File: src/rtl/player_pkg.sv
// Shared definitions for the player movement blocks: direction bit
// positions within a 4-bit move request and the arbitration FSM states.
package player_pkg;
  localparam int MV_UP    = 0;
  localparam int MV_DOWN  = 1;
  localparam int MV_LEFT  = 2;
  localparam int MV_RIGHT = 3;

  typedef enum logic {IDLE = 1'b0, ASK = 1'b1} state_t;
endpackage

File: src/rtl/move_rr_arbiter.sv
// Round-robin grant over N request lines. The search starts at rr_ptr.
// rr_ptr moves to the slot after the finished owner when adv pulses.
module move_rr_arbiter #(
  parameter int N  = 2,
  parameter int IW = 1
) (
  input  logic          clk,
  input  logic          rstn,
  input  logic [N-1:0]  req,
  input  logic          adv,
  input  logic [IW-1:0] done_id,
  output logic          any,
  output logic [IW-1:0] gnt_id
);
  logic [IW-1:0] rr_ptr;
  logic [IW-1:0] cand;

  // first requester at or after rr_ptr, wrapping modulo N
  always_comb begin
    any    = 1'b0;
    gnt_id = '0;
    cand   = '0;
    for (int i = 0; i < N; i++) begin
      cand = IW'((int'(rr_ptr) + i) % N);
      if (!any && req[cand]) begin
        any    = 1'b1;
        gnt_id = cand;
      end
    end
  end

  // pointer follows the channel whose request just finished
  always_ff @(posedge clk or negedge rstn) begin
    if (!rstn)    rr_ptr <= '0;
    else if (adv) rr_ptr <= (done_id == IW'(N - 1)) ? '0 : done_id + 1'b1;
  end
endmodule

File: src/rtl/multi_player_move.sv
// Multi-channel movement controller. Bounds each player's direction
// request to one legal step, arbitrates eligible players round-robin onto
// a single ask/accept port, and commits the map logic's answer.
// Optional feature: define MOVE_TIMEOUT_EN to drop unanswered requests
// after TIMEOUT cycles in ASK.
module multi_player_move
  import player_pkg::*;
#(
  parameter int N_PLAYERS = 2,
  parameter int COORD_W   = 4,
  parameter int GRID_W    = 13,
  parameter int GRID_H    = 12,
  parameter logic [N_PLAYERS-1:0][COORD_W-1:0] INIT_X = {4'd6, 4'd6},
  parameter logic [N_PLAYERS-1:0][COORD_W-1:0] INIT_Y = {4'd11, 4'd0},
  parameter int TIMEOUT   = 15,
  localparam int IW       = (N_PLAYERS > 1) ? $clog2(N_PLAYERS) : 1
) (
  input  logic                               clk,
  input  logic                               rstn,
  input  logic [N_PLAYERS-1:0][3:0]          move,
  output logic                               ask_move,
  output logic [IW-1:0]                      ask_id,
  output logic [COORD_W-1:0]                 ask_x,
  output logic [COORD_W-1:0]                 ask_y,
  input  logic                               accept_move,
  input  logic                               reject_move,
  input  logic [COORD_W-1:0]                 goto_x,
  input  logic [COORD_W-1:0]                 goto_y,
  output logic [N_PLAYERS-1:0][COORD_W-1:0]  pos_x,
  output logic [N_PLAYERS-1:0][COORD_W-1:0]  pos_y,
  output logic [N_PLAYERS-1:0]               move_done,
  output logic                               timeout
);
  state_t                             state;
  logic [N_PLAYERS-1:0]               elig;
  logic [N_PLAYERS-1:0][COORD_W-1:0]  tgt_x, tgt_y;
  logic                               any;
  logic [IW-1:0]                      gnt_id;
  logic                               expire;
  logic                               adv;

  // per-channel bounding and single-step target
  for (genvar i = 0; i < N_PLAYERS; i++) begin : g_bound
    logic [3:0]         b;
    logic [COORD_W-1:0] tx, ty;

    // drop off-grid directions, then step on the highest-priority survivor
    always_comb begin
      b = move[i];
      if (pos_y[i] == '0)                    b[MV_UP]    = 1'b0;
      if (pos_y[i] == COORD_W'(GRID_H - 1))  b[MV_DOWN]  = 1'b0;
      if (pos_x[i] == '0)                    b[MV_LEFT]  = 1'b0;
      if (pos_x[i] == COORD_W'(GRID_W - 1))  b[MV_RIGHT] = 1'b0;
      tx = pos_x[i];
      ty = pos_y[i];
      if      (b[MV_UP])    ty = pos_y[i] - 1'b1;
      else if (b[MV_DOWN])  ty = pos_y[i] + 1'b1;
      else if (b[MV_LEFT])  tx = pos_x[i] - 1'b1;
      else if (b[MV_RIGHT]) tx = pos_x[i] + 1'b1;
    end

    assign elig[i]  = |b;
    assign tgt_x[i] = tx;
    assign tgt_y[i] = ty;
  end

`ifdef MOVE_TIMEOUT_EN
  localparam int TW = (TIMEOUT > 0) ? $clog2(TIMEOUT + 1) : 1;
  logic [TW-1:0] tcnt;
  logic [TW:0]   tnext;
  assign tnext  = {1'b0, tcnt} + 1'b1;
  // this ASK cycle is the one in which the count would reach TIMEOUT
  assign expire = (state == ASK) && (tnext == (TW + 1)'(TIMEOUT));
`else
  logic unused_timeout_cfg;
  assign unused_timeout_cfg = ^TIMEOUT;
  assign expire  = 1'b0;
  assign timeout = 1'b0;
`endif

  // any way out of ASK hands the pointer to the next channel
  assign adv = (state == ASK) && (accept_move || reject_move || expire);

  move_rr_arbiter #(.N(N_PLAYERS), .IW(IW)) u_arb (
    .clk     (clk),
    .rstn    (rstn),
    .req     (elig),
    .adv     (adv),
    .done_id (ask_id),
    .any     (any),
    .gnt_id  (gnt_id)
  );

  // request/answer FSM; owns committed positions and all registered outputs
  always_ff @(posedge clk or negedge rstn) begin
    if (!rstn) begin
      state     <= IDLE;
      ask_move  <= 1'b0;
      ask_id    <= '0;
      ask_x     <= '0;
      ask_y     <= '0;
      pos_x     <= INIT_X;
      pos_y     <= INIT_Y;
      move_done <= '0;
`ifdef MOVE_TIMEOUT_EN
      tcnt      <= '0;
      timeout   <= 1'b0;
`endif
    end else begin
      move_done <= '0;
`ifdef MOVE_TIMEOUT_EN
      timeout   <= 1'b0;
`endif
      case (state)
        IDLE: begin
          if (any) begin
            ask_id   <= gnt_id;
            ask_x    <= tgt_x[gnt_id];
            ask_y    <= tgt_y[gnt_id];
            ask_move <= 1'b1;
            state    <= ASK;
`ifdef MOVE_TIMEOUT_EN
            tcnt     <= '0;
`endif
          end
        end
        ASK: begin
          // accept outranks reject, and both outrank expiry
          if (accept_move) begin
            pos_x[ask_id]     <= goto_x;
            pos_y[ask_id]     <= goto_y;
            move_done[ask_id] <= 1'b1;
            ask_move          <= 1'b0;
            state             <= IDLE;
          end else if (reject_move) begin
            ask_move <= 1'b0;
            state    <= IDLE;
          end
`ifdef MOVE_TIMEOUT_EN
          else if (expire) begin
            timeout  <= 1'b1;
            ask_move <= 1'b0;
            state    <= IDLE;
          end else begin
            tcnt <= tcnt + 1'b1;
          end
`endif
        end
        default: state <= IDLE;
      endcase
    end
  end
endmodule

File: config.mk
export PLATFORM = sky130hd
export DESIGN_NAME = multi_player_move
export DESIGN_NICKNAME = d
export VERILOG_FILES = /design/src/rtl/player_pkg.sv /design/src/rtl/move_rr_arbiter.sv /design/src/rtl/multi_player_move.sv
export SDC_FILE = /design/constraint.sdc
export NUM_CORES = 1
export LEC_CHECK = 0
export ABC_AREA = 0
export BUFFER_PORTS_ARGS = -buffer_cell sky130_fd_sc_hd__clkbuf_2
export CAP_MARGIN = 15
export CORE_ASPECT_RATIO = 1.25
export CORE_MARGIN = 3
export CORE_UTILIZATION = 38
export CTS_BUF_LIST = sky130_fd_sc_hd__clkbuf_8 sky130_fd_sc_hd__clkbuf_16
export DETAILED_ROUTE_END_ITERATION = 10
export PLACE_DENSITY_LB_ADDON = 0.3
export SLEW_MARGIN = 0
export SYNTH_ARGS = -nofsm -noshare
export SYNTH_HDL_FRONTEND = slang
export SYNTH_SLANG_ARGS = --single-unit
File: constraint.sdc
create_clock -name clk -period 2.4 [get_ports clk]
set_input_delay 0.24 -clock clk [delete_from_list [all_inputs] [get_ports clk]]
set_output_delay 0.24 -clock clk [all_outputs]
set_load 0.03 [all_outputs]
==> flow_summary_export.csv <==
group,metric,value,unit
critical_path,crit_buf_inv,1,
global_routing,grt_pass1_vias,1761,
clock_network,cts-root-buf,"clkbuf_8",
critical_path,r2r_cells,8,
clock_network,cts_buffers,5,
critical_path,crit_type,"register to register",
global_routing,grt_first_pass_wirelength,8238,µm
critical_path,rrSetupSlack,0.11,ns
routing,wl_per_cell,14.89,µm
place,place_inst,336,
power_and_ir_drop,power.switching,0.001776,W
critical_path,path_delay_family,"compound AO/OA/AOI/OAI gates",
floorplanning,die_h,90.29,µm
clock_network,clk_pin_slew,0.07,ns
timing,finClkSkew,0.005510,ns
global_routing,grt_util_all_layers,15.98,%
global_routing,grt_max_degree,31,
floorplanning,rows,30,
synthesis,yosys_warnings,0,
synthesis,synth-edff-count,0,
cells_and_area,antenna_cells,0,
timing,tns,0,ns
place,gp_congestion,0.7791,
timing,slew_violations,0,
floorplanning,core-area,5480,µm²
routing,first_iter_violations,73,
power_and_ir_drop,vdd_drop_max,0.6228,mV
synthesis,syn_inst,222,
synthesis,yosys.area.top_type,"dfrtp_1",
routing,remaining_drc_errors,0,
synthesis,synth_nets,250,
routing,wirelength,5136,µm
min_path,holdCritPathClass,"input pin to async pin",
clock_network,htreeDepth,2,
timing,setup_violations,0,
routing,routed_via_density,5.336,
critical_path,crit_chain,"ha_1 -> and4bb_1 -> nor3_4 -> buf_4 -> nand2b_1 -> a221oi_1 -> xor2_1 -> a221o_1",
timing,worst_pin_slew,0.7720,ns
routing,vias,1841,
cells_and_area,nNetsFinal,308,
synthesis,async_flop_share,100.0,%
run_status,status,"finished, final reports clean",
clock_network,cts_tree,"yes",
power_and_ir_drop,clock_power_share,11.3,%
timing,fin_crit_sh,95.53,%
routing,firstDrtPassIters,4,
critical_path,cpMaxStageDelayCell,"dfstp_2",
critical_path,startpoint_type,"register",
synthesis,synth-seq-area-share,35.17,%
cells_and_area,final_cell_mix,"clkbuf_2, nand2_1, dfrtp_1, inv_1, buf_4",
timing,fmaxAchievable,0.4361,GHz
critical_path,crit_arrival,2.46,ns
clock_network,clk_latency,0.28,ns
timing,max-slew-margin-rel,48.54,%
power_and_ir_drop,switching_share,47.55,%
place,hpwlAfterDp,4057,µm
run,maxCapViolCount,0,
cells_and_area,final_common_cell,"clkbuf_2",
synthesis,syn_area,2160,µm²
cells_and_area,final_cells,345,
routing,ant_nets,0,
timing,hold_violations,0,
critical_path,critPathCaptureType,"register",
floorplanning,die_area,6629,µm²
synthesis,ys_seq_elements,30,
timing,period_minus_slack,2.293,ns
clock_network,clockBufferDepth,2,
floorplanning,io_pins,49,
place,io_buffers,47,
clock_network,cts_hold_buf,0,
synthesis,synth_ff_type,"dfrtp_1",
power_and_ir_drop,internal_power,0.001959,W
critical_path,worstPathRequired,2.57,ns
timing,worst_hold_slack,0.02400,ns
cells_and_area,syn_to_final_growth,20.10,%
cells_and_area,drive_gt1_share,35.59,%
critical_path,worst-path-max-fanout,6,
floorplanning,die_x,73.43,µm
synthesis,synthTopCellsByArea,"dfrtp_1, dfstp_2, ha_1, nand2_1, mux2_2",
floorplanning,initial_core_util,39.41,%
power_and_ir_drop,combPwrFrac,60.7,%
synthesis,yosysTopAreaCellShare,26.65,%
global_routing,grt_antenna_before_repair,0,
power_and_ir_drop,seqPwrFrac,28.1,%
critical_path,max_stage_delay,0.57,ns
power_and_ir_drop,p_leak,1.227,nW
global_routing,grt.overflow.total,0,
power_and_ir_drop,powerDensity,1440,nW/µm²
timing,rsz0062_at_grt,"no",
synthesis,syn_area_per_cell,9.728,µm²
critical_path,worstReg2RegEnd,"ask_x[2]$_DFFE_PN0P_",
clock_network,clock-sinks,30,
critical_path,timing.rr.start,"pos_y[4]$_DFFE_PN1P_",
synthesis,yosys.cell_types.count,62,
[per-layer routing]
layer / GRT usage [%] / part of all wire, % / vias to the layer above
li1: - / - / 892
met1: 19.13 / 41 / 893
met2: 27.54 / 53 / 44
met3: 3.452 / 4.5 / 12
met4: 5.589 / 1.8 / 0
met5: 0 / 0 / -
[cell usage after synthesis (2+ instances only)]
master and count:
a211oi_1 2, a21oi_1 8, a221o_1 2, a22oi_1 3, and2_1 2, buf_2 3, buf_4 3, buf_6 6
dfrtp_1 23, dfstp_2 7, ha_1 8, inv_1 18, mux2_2 8, mux2i_1 5, nand2_1 26, nand2b_1 6
nand3b_1 2, nor2_1 10, nor2b_1 5, nor3_1 3, nor3_4 2, nor3b_1 2, nor4b_1 4, nor4b_4 2
o21a_1 2, o21ai_0 11, o21ai_1 3, o31ai_1 3, xnor2_1 7, xor2_1 4
[power groups by stage]
| stage | clock network, W | logic, W | registers, W |
|---|---|---|---|
| 5_1_grt | 0.000455 | 0.00247 | 0.00109 |
| 3_3_place_gp | 0 | 0.00224 | 0.00105 |
| 2_1_floorplan | 0 | 0.00130 | 0.00142 |
| 3_5_place_dp | 0 | 0.00226 | 0.00106 |
| 6_report | 0.000420 | 0.00227 | 0.00105 |
| 4_1_cts | 0.000434 | 0.00227 | 0.00105 |
[worst max path at each step]
stage	slack [ns]	start	cells past startpoint	endpoint
3_3_place_gp	0.11	pos_y[4]$_DFFE_PN1P_	9	ask_x[2]$_DFFE_PN0P_
3_5_place_dp	0.04	pos_y[4]$_DFFE_PN1P_	8	ask_y[2]$_DFFE_PN0P_
2_1_floorplan	0.07	pos_x[5]$_DFFE_PN1P_	8	ask_x[2]$_DFFE_PN0P_
5_1_grt	0.02	pos_x[1]$_DFFE_PN1P_	9	ask_y[2]$_DFFE_PN0P_
4_1_cts	0.02	pos_y[4]$_DFFE_PN1P_	8	ask_y[2]$_DFFE_PN0P_
6_report	0.11	pos_y[4]$_DFFE_PN1P_	8	ask_x[2]$_DFFE_PN0P_
[flip-flops by register name (all words and copies together) (netlist names)]
signal	count
move_done	2
ask_x	4
ask_move	1
ask_y	4
ask_id	1
pos_x	8
state	1
u_arb.rr_ptr	1
pos_y	8
[area by class of cell]
class	instances	area [µm²]
Clock buffer	6	82.58
Inverter	18	67.56
Timing Repair Buffer	64	362.8
Clock inverter	2	8.758
Sequential cell	30	759.5
Multi-Input combinational cell	161	1232
Fill cell	531	2887
Tap cell	64	80.08
[cells by family after synthesis]
group                      share of synthesized area, %
adders and majority gates                         4.635
and+or+nand+nor                                   23.46
xor gates and xnor gates                          4.461
AOI/OAI and AO/OA                                 16.74
DFF                                               35.17
other                                            0.1736
buffers and inverters                             8.168
muxes                                             7.184
[repair_timing]
action                                  in CTS  in global routing
buffers inserted                             0                  1
hold endpoints to repair                     0                  0
endpoints found under the setup margin       0                  3
resized for setup                            0                  2
[metrics by stage]
| step | utilization (%) | area (µm²) | power (W) | setup WS, ns |
|---|---|---|---|---|
| after global placement | 45.37 | 2486 | 0.003291 | 0.1076 |
| after detailed placement | 45.37 | 2486 | 0.003319 | 0.04378 |
| after global routing | 47.33 | 2594 | 0.004017 | 0.01699 |
| final | 47.33 | 2594 | 0.003735 | 0.1072 |
| after CTS | 47.03 | 2577 | 0.003752 | 0.02458 |
| after floorplan | - | 2160 | 0.002714 | 0.07431 |
Power figures use the tool's default switching activity.
